<file path="src/rtl/logic_unit_pipe.sv">
// logic_unit_pipe: NUM_IN-operand bitwise logic unit (AND/OR/XOR/NAND/NOR/XNOR/
// PASS/ZERO) with per-operand mask, two registered stages with valid/ready flow
// control, and a wrapping count of results accepted at the output.
// Optional feature: define LOGIC_UNIT_PARITY_EN to register even parity of the
// result alongside out_data; otherwise out_par is tied low.
module logic_unit_pipe #(
    parameter int WIDTH  = 8,
    parameter int NUM_IN = 4,
    parameter int CNT_W  = 16
) (
    input  logic                    clk,
    input  logic                    rst,
    input  logic                    in_valid,
    output logic                    in_ready,
    input  logic [NUM_IN*WIDTH-1:0] in_data,
    input  logic [NUM_IN-1:0]       in_mask,
    input  logic [2:0]              in_op,
    output logic                    out_valid,
    input  logic                    out_ready,
    output logic [WIDTH-1:0]        out_data,
    output logic                    out_par,
    output logic [CNT_W-1:0]        out_cnt
);

    typedef enum logic [2:0] {
        OP_AND  = 3'd0,
        OP_OR   = 3'd1,
        OP_XOR  = 3'd2,
        OP_NAND = 3'd3,
        OP_NOR  = 3'd4,
        OP_XNOR = 3'd5,
        OP_PASS = 3'd6,
        OP_ZERO = 3'd7
    } op_e;

    // Stage 1: captured operand set
    logic                    s1_valid_q;
    logic [NUM_IN*WIDTH-1:0] s1_data_q;
    logic [NUM_IN-1:0]       s1_mask_q;
    logic [2:0]              s1_op_q;

    // Stage 2: computed result
    logic                    s2_valid_q;
    logic [WIDTH-1:0]        s2_data_q;

    logic [CNT_W-1:0]        cnt_q;
    logic [CNT_W-1:0]        cnt_d;

    logic [WIDTH-1:0]        red_and;
    logic [WIDTH-1:0]        red_or;
    logic [WIDTH-1:0]        red_xor;
    logic [WIDTH-1:0]        result_d;

    logic                    s1_ready;
    logic                    s2_ready;
    logic                    out_fire;

    // Each stage may load when it is empty or its contents move on this edge
    assign s2_ready  = !s2_valid_q || out_ready;
    assign s1_ready  = !s1_valid_q || s2_ready;
    assign in_ready  = s1_ready;
    assign out_valid = s2_valid_q;
    assign out_data  = s2_data_q;
    assign out_cnt   = cnt_q;
    assign out_fire  = s2_valid_q && out_ready;

    // Masked reductions: skipped operands act as the identity of each reduction
    always_comb begin
        red_and = '1;
        red_or  = '0;
        red_xor = '0;
        for (int unsigned k = 0; k < NUM_IN; k++) begin
            if (s1_mask_q[k]) begin
                red_and = red_and & s1_data_q[k*WIDTH +: WIDTH];
                red_or  = red_or  | s1_data_q[k*WIDTH +: WIDTH];
                red_xor = red_xor ^ s1_data_q[k*WIDTH +: WIDTH];
            end
        end
    end

    // Op select on the stage-1 operand set
    always_comb begin
        result_d = '0;
        case (op_e'(s1_op_q))
            OP_AND:  result_d = red_and;
            OP_OR:   result_d = red_or;
            OP_XOR:  result_d = red_xor;
            OP_NAND: result_d = ~red_and;
            OP_NOR:  result_d = ~red_or;
            OP_XNOR: result_d = ~red_xor;
            OP_PASS: result_d = s1_mask_q[0] ? s1_data_q[WIDTH-1:0] : '0;
            OP_ZERO: result_d = '0;
            default: result_d = '0;
        endcase
    end

    // Output transfer counter, wraps naturally at 2^CNT_W
    always_comb begin
        cnt_d = cnt_q;
        if (out_fire) begin
            cnt_d = cnt_q + 1'b1;
        end
    end

    // Stage 1 register: hold while stalled, load on input transfer
    always_ff @(posedge clk or posedge rst) begin
        if (rst) begin
            s1_valid_q <= 1'b0;
            s1_data_q  <= '0;
            s1_mask_q  <= '0;
            s1_op_q    <= '0;
        end else if (s1_ready) begin
            s1_valid_q <= in_valid;
            if (in_valid) begin
                s1_data_q <= in_data;
                s1_mask_q <= in_mask;
                s1_op_q   <= in_op;
            end
        end
    end

    // Stage 2 register: data only updates when a new result arrives, so
    // out_data keeps its last value while out_valid is low
    always_ff @(posedge clk or posedge rst) begin
        if (rst) begin
            s2_valid_q <= 1'b0;
            s2_data_q  <= '0;
        end else if (s2_ready) begin
            s2_valid_q <= s1_valid_q;
            if (s1_valid_q) begin
                s2_data_q <= result_d;
            end
        end
    end

    // Result counter register
    always_ff @(posedge clk or posedge rst) begin
        if (rst) begin
            cnt_q <= '0;
        end else begin
            cnt_q <= cnt_d;
        end
    end

`ifdef LOGIC_UNIT_PARITY_EN
    logic s2_par_q;

    // Parity register shares stage-2 load enable so it tracks out_data exactly
    always_ff @(posedge clk or posedge rst) begin
        if (rst) begin
            s2_par_q <= 1'b0;
        end else if (s2_ready && s1_valid_q) begin
            s2_par_q <= ^result_d;
        end
    end

    assign out_par = s2_par_q;
`else
    assign out_par = 1'b0;
`endif

endmodule
</file>
<file path="config.mk">
export PLATFORM = sky130hd
export DESIGN_NAME = logic_unit_pipe
export DESIGN_NICKNAME = d
export VERILOG_FILES = /design/src/rtl/logic_unit_pipe.sv
export SDC_FILE = /design/constraint.sdc
export NUM_CORES = 1
export LEC_CHECK = 0
export BUFFER_PORTS_ARGS = -buffer_cell sky130_fd_sc_hd__buf_2
export CORE_MARGIN = 2
export CORE_UTILIZATION = 60
export CTS_CLUSTER_SIZE = 14
export DETAILED_ROUTE_END_ITERATION = 12
export GPL_ROUTABILITY_DRIVEN = 0
export GPL_TIMING_DRIVEN = 1
export PLACE_DENSITY = 0.85
export SYNTH_ARGS = -nofsm -noshare
export SYNTH_HDL_FRONTEND = slang
export SYNTH_SLANG_ARGS = --single-unit
</file>
<file path="constraint.sdc">
create_clock -name clk -period 6.9 [get_ports clk]
set_input_delay 2.07 -clock clk [delete_from_list [all_inputs] [get_ports clk]]
set_output_delay 2.07 -clock clk [all_outputs]
set_load 0.03 [all_outputs]
</file>
Yosys cells after proc, flatten, opt, wreduce, memory -nomap -nowiden
Cells that the tools add are included.
{"block": "word_totals", "register_bits": 65, "latchBits": 0, "ramBits": 0, "rom_bits": 0, "input_bits": 43, "wordCells": 47, "memories": 0}
{"block": "classes", "add_sub_neg": 1, "mul": 0, "n_div": 0, "order_cmp": 0, "eq_ne": 7, "n_shift": 0, "n_mux": 12, "bitwise_logic": 12, "reduce_logical": 8}
{"cell": "2-to-1 mux 8 bit", "n": 11}
{"cell": "case mux 8 bit (8 select lines)", "n": 1}
{"cell": "bitwise AND 8 bit", "n": 3}
{"cell": "inverter 8 bit", "n": 3}
{"cell": "bitwise OR 8 bit", "n": 3}
{"cell": "XOR 8 bit", "n": 3}
{"cell": "adder 16 x 1 -> 16 bit, second input constant", "n": 1}
{"cell": "== test 3 bit, second input constant", "n": 4}
{"cell": "== test 3 x 2 -> 1 bit, second input constant", "n": 2}
{"cell": "AND reduction 2 bit", "n": 2}
{"cell": "== test 3 x 1 -> 1 bit, second input constant", "n": 1}
{"cell": "logical NOT 3 bit", "n": 1}
{"cell": "logical NOT 1 bit", "n": 2}
{"cell": "logical OR 1 bit", "n": 2}
{"cell": "logical AND 1 bit", "n": 1}

Longest topological paths before layout
{"block": "depth", "word_depth": 9, "ltp_mapped": 9, "ltp_nobuf": 7}

Worst setup path before layout
No wires, ideal clock.
{"block": "synth_path", "kind": "in2out", "startpoint": "input port out_ready", "endpoint": "output port in_ready", "t_arrival_ns": 2.422, "required_time_ns": 4.830, "path_slack_ns": 2.408, "stages": 1, "path_buffers": 0, "cell_sequence": "nand3b_1"}
{"block": "synth_between", "elab_chain_cells": 2}
{"item": "start, declared", "line_no": "19", "source": "input logic out_ready,"}
{"item": "logical OR 1 bit", "line_no": "59", "source": "assign s2_ready = !s2_valid_q || out_ready;"}
{"item": "logical OR 1 bit", "line_no": "60", "source": "assign s1_ready = !s1_valid_q || s2_ready;"}
{"item": "end, declared", "line_no": "14", "source": "output logic in_ready,"}
No other way between the ends.

Worst setup path after layout
Ends and elaborated chain as after synthesis.

==> results.yml <==
cells_and_area:
  drive_above_1_share: 0.3252
  leading_cell_types_in_the_layout_fill_and_taps_excluded: "68 x buf_2, 65 x dfrtp_1, 42 x nand2_1"
  antenna_cells: 0
  final_core_util: 0.7059
  final_nets: 459
  area_delta_synth_final_pct: 13.17
  layout.cells.most_common: "buf_2"
timing:
  grt_setup_unrepaired: "no"
  setup_viol: 0
  setup_total_negative_slack_ns: 0
  layout_worst_path_cycle_share: 0.6754
  hold_viol_final: 0
  max_slew.worst_pin.slew_ns: 0.7977
  finalCriticalPeriod_ns: 4.661
  skew_ns: 0.009505
  max_freq_ghz: 0.2146
  max_slew_margin: 0.4682
  slew_viol_final: 0
cts:
  cts.repair.resized: 0
  max-clock-path-buffers: 2
  cts_tree: "done"
  cts.hold.buffers_added: 0
  cts-htree-levels: 3
  cts_post_setup_buffers_inserted: 0
  cts_buffers: 9
  cts_num_sinks: 65
  insertion_delay_ns: 0.35
  clk_pin_slew_worst_paths_ns: 0.07
  clock_tree.root_cell: "clkbuf_8"
setup_path:
  slowest_stage: "buf_2"
  r2r_cells: 7
  crit_buf_inv: 2
  reg2reg_slack_ns: 4.75
  crit_path_end_kind: "output pin"
  crit-reg2reg-capture: "out_data[2]$_DFFE_PP0P_"
  critical_path.max_stage_delay_ns: 0.21
  critical_path_arrival_ns: 2.59
  critical-path-top-cell-by-count: "buf_2"
  critical_path.cell_chain: "buf_2 -> nand3b_1 -> buf_2"
  worst-setup-path-type: "input pin to output pin"
  timing.critical_path.max_delay_family: "buffers and inverters"
  critical_path.max_fanout: 4
  cp_data_required_time_ns: 4.83
  r2r_start: "s1_mask_q[0]$_DFFE_PP0P_"
  cp-start-kind: "input pin"
  path_length_in_cells_of_the_critical_path: 3
floorplanning:
  die_height_um: 82.69
  dieArea_um2: 6837
  std_cell_rows: 28
  pin_count: 70
  coreArea_um2: 5956
  initial_core_util: 0.6237
  floorplan.die.width_um: 82.69
yosys:
  synth.net_count: 399
  yosysSeqAreaShare: 0.4379
  synth_area_leaders: "dfrtp_1 44%, mux2_2 12%, xnor2_1 6.8%, mux2i_1 4.3%, nand2_1 4.2%"
  synth_area_per_cell_um2: 10.71
  synth_top_cell_by_area: "dfrtp_1"
  yosys.area.top_type_share: 0.4379
  synth_cell_type_count: 38
  postSynthRegisterBits: 65
  syn-instance-count: 347
  syn-cell-area_um2: 3715
  synth_warnings: 0
place:
  dpl.hpwl_um: 5977
  portBuffers: 68
grt:
  grt_first_pass_wirelength_um: 13490
  grt_usage: 0.2633
  grt-ovfl-total: 0
  number_of_global_route_vias_before_repair: 2839
  pin_count_of_the_biggest_net_entering_global_routing: 66
  number_of_antenna_violations_at_the_first_check_in_global_routing: 0
job:
  cap_violations: 0
status:
  status: "complete, no violations"
power:
  leakage_dissipation_uw: 0.001921
  p_total_uw: 1274
  power_density_nw_per_um2: 303.0
  power.ir.vdd_worst_v: 0.0002397
detailed_routing:
  wl_um: 8214
  count_of_vias_placed_by_the_detailed_router: 2912
  drtAntennaViolNets: 0
  dr.pass1.iters: 5
  post-route-drc-count: 0
  per_cell_via_count_in_the_routed_design: 5.979
  starting_drc_count_in_detailed_routing: 256
  wl_per_cell_um: 16.87
min_path:
  holdPathStages: 1
  holdPathEnd: "out_cnt[15]$_DFFE_PP0P_"
  min_path_type: "flop to flop"
  worst_hold_startpoint: "out_cnt[15]$_DFFE_PP0P_"
## metrics by stage
stage	setup WS, ns	instance area [um2]	hold WS (ns)	std cells
2_1_floorplan	2.408	3715	0.4551	347
3_3_place_gp	2.273	4024	0.4631	471
3_5_place_dp	2.247	4024	0.4691	471
4_1_cts	2.240	4204	0.4810	487
5_1_grt	2.202	4204	0.4993	487
6_report	2.239	4204	0.4755	487
## worst max path at each step
stage / startpoint / end
floorplan: out_ready / in_ready
global placement: out_ready / in_ready
detailed placement: out_ready / in_ready
CTS: out_ready / in_ready
global route: out_ready / in_ready
finish: out_ready / in_ready
## worst reg2reg max path, cell delays in order (launching register included)
cell	delay, ns
dfrtp_1	0.73
nand2_1	0.21
ha_1	0.34
nand2_1	0.07
o21ai_0	0.10
xnor2_1	0.24
mux2i_1	0.23
a31oi_1	0.10
## cells in the mapped netlist (all sizes together)
master    n
inv      13
mux2     40
xor2      2
dfrtp    65
ha        9
buf      19
o31ai     1
or2b      1
nor3b     3
nand3b    1
o2bb2ai   8
mux2i    16
clkbuf    2
nor2      3
nand2b    2
a211oi    8
a31oi     8
or2       8
nand2    42
nor4      1
xnor2    29
nor3      2
o22ai    16
nor2b     8
o21ai     8
o2111ai   8
and3b     4
nand3    15
and3      3
conb      1
and2      1
## per-layer routing
metal | global-route usage | share of wire | vias up
met1 | 0.3322 | 0.42 | 1378
met4 | 0.1197 | 0.029 | 0
met2 | 0.4210 | 0.47 | 149
met3 | 0.07500 | 0.085 | 30
met5 | 0 | 0 | -
li1 | - | - | 1355
## sequential cells by signal (all words and copies together), names as in the netlist
name        count
s1_op_q         3
out_cnt        16
out_data        8
s1_valid_q      1
out_valid       1
s1_data_q      32
s1_mask_q       4
## power breakdown
group,internal (uW),total [uW],switching [uW]
Clock,142,298,156
Sequential,451,531,79.2
Combinational,189,445,256
Total,782,1270,492
## area by class of cell
class | instances | area (um2)
timing repair buffer | 70 | 355.3
clock buffer | 11 | 141.4
multi-input combinational | 248 | 1899
fill | 444 | 1752
sequential | 65 | 1627
tap | 75 | 93.84
inverter | 13 | 48.80
clock inverter | 5 | 38.79
## logic make-up after synthesis
family,count (synthesis),share of synthesized area
adders and majority gates,9,0.03031
and+or+nand+nor,94,0.1341
DFF,65,0.4379
xor gates and xnor gates,31,0.07309
buffers and inverters,34,0.05086
muxes,56,0.1644
other,1,0.001009
AOI/OAI and AO/OA,57,0.1085
No activity file was read; power rests on OpenSTA's default activity.
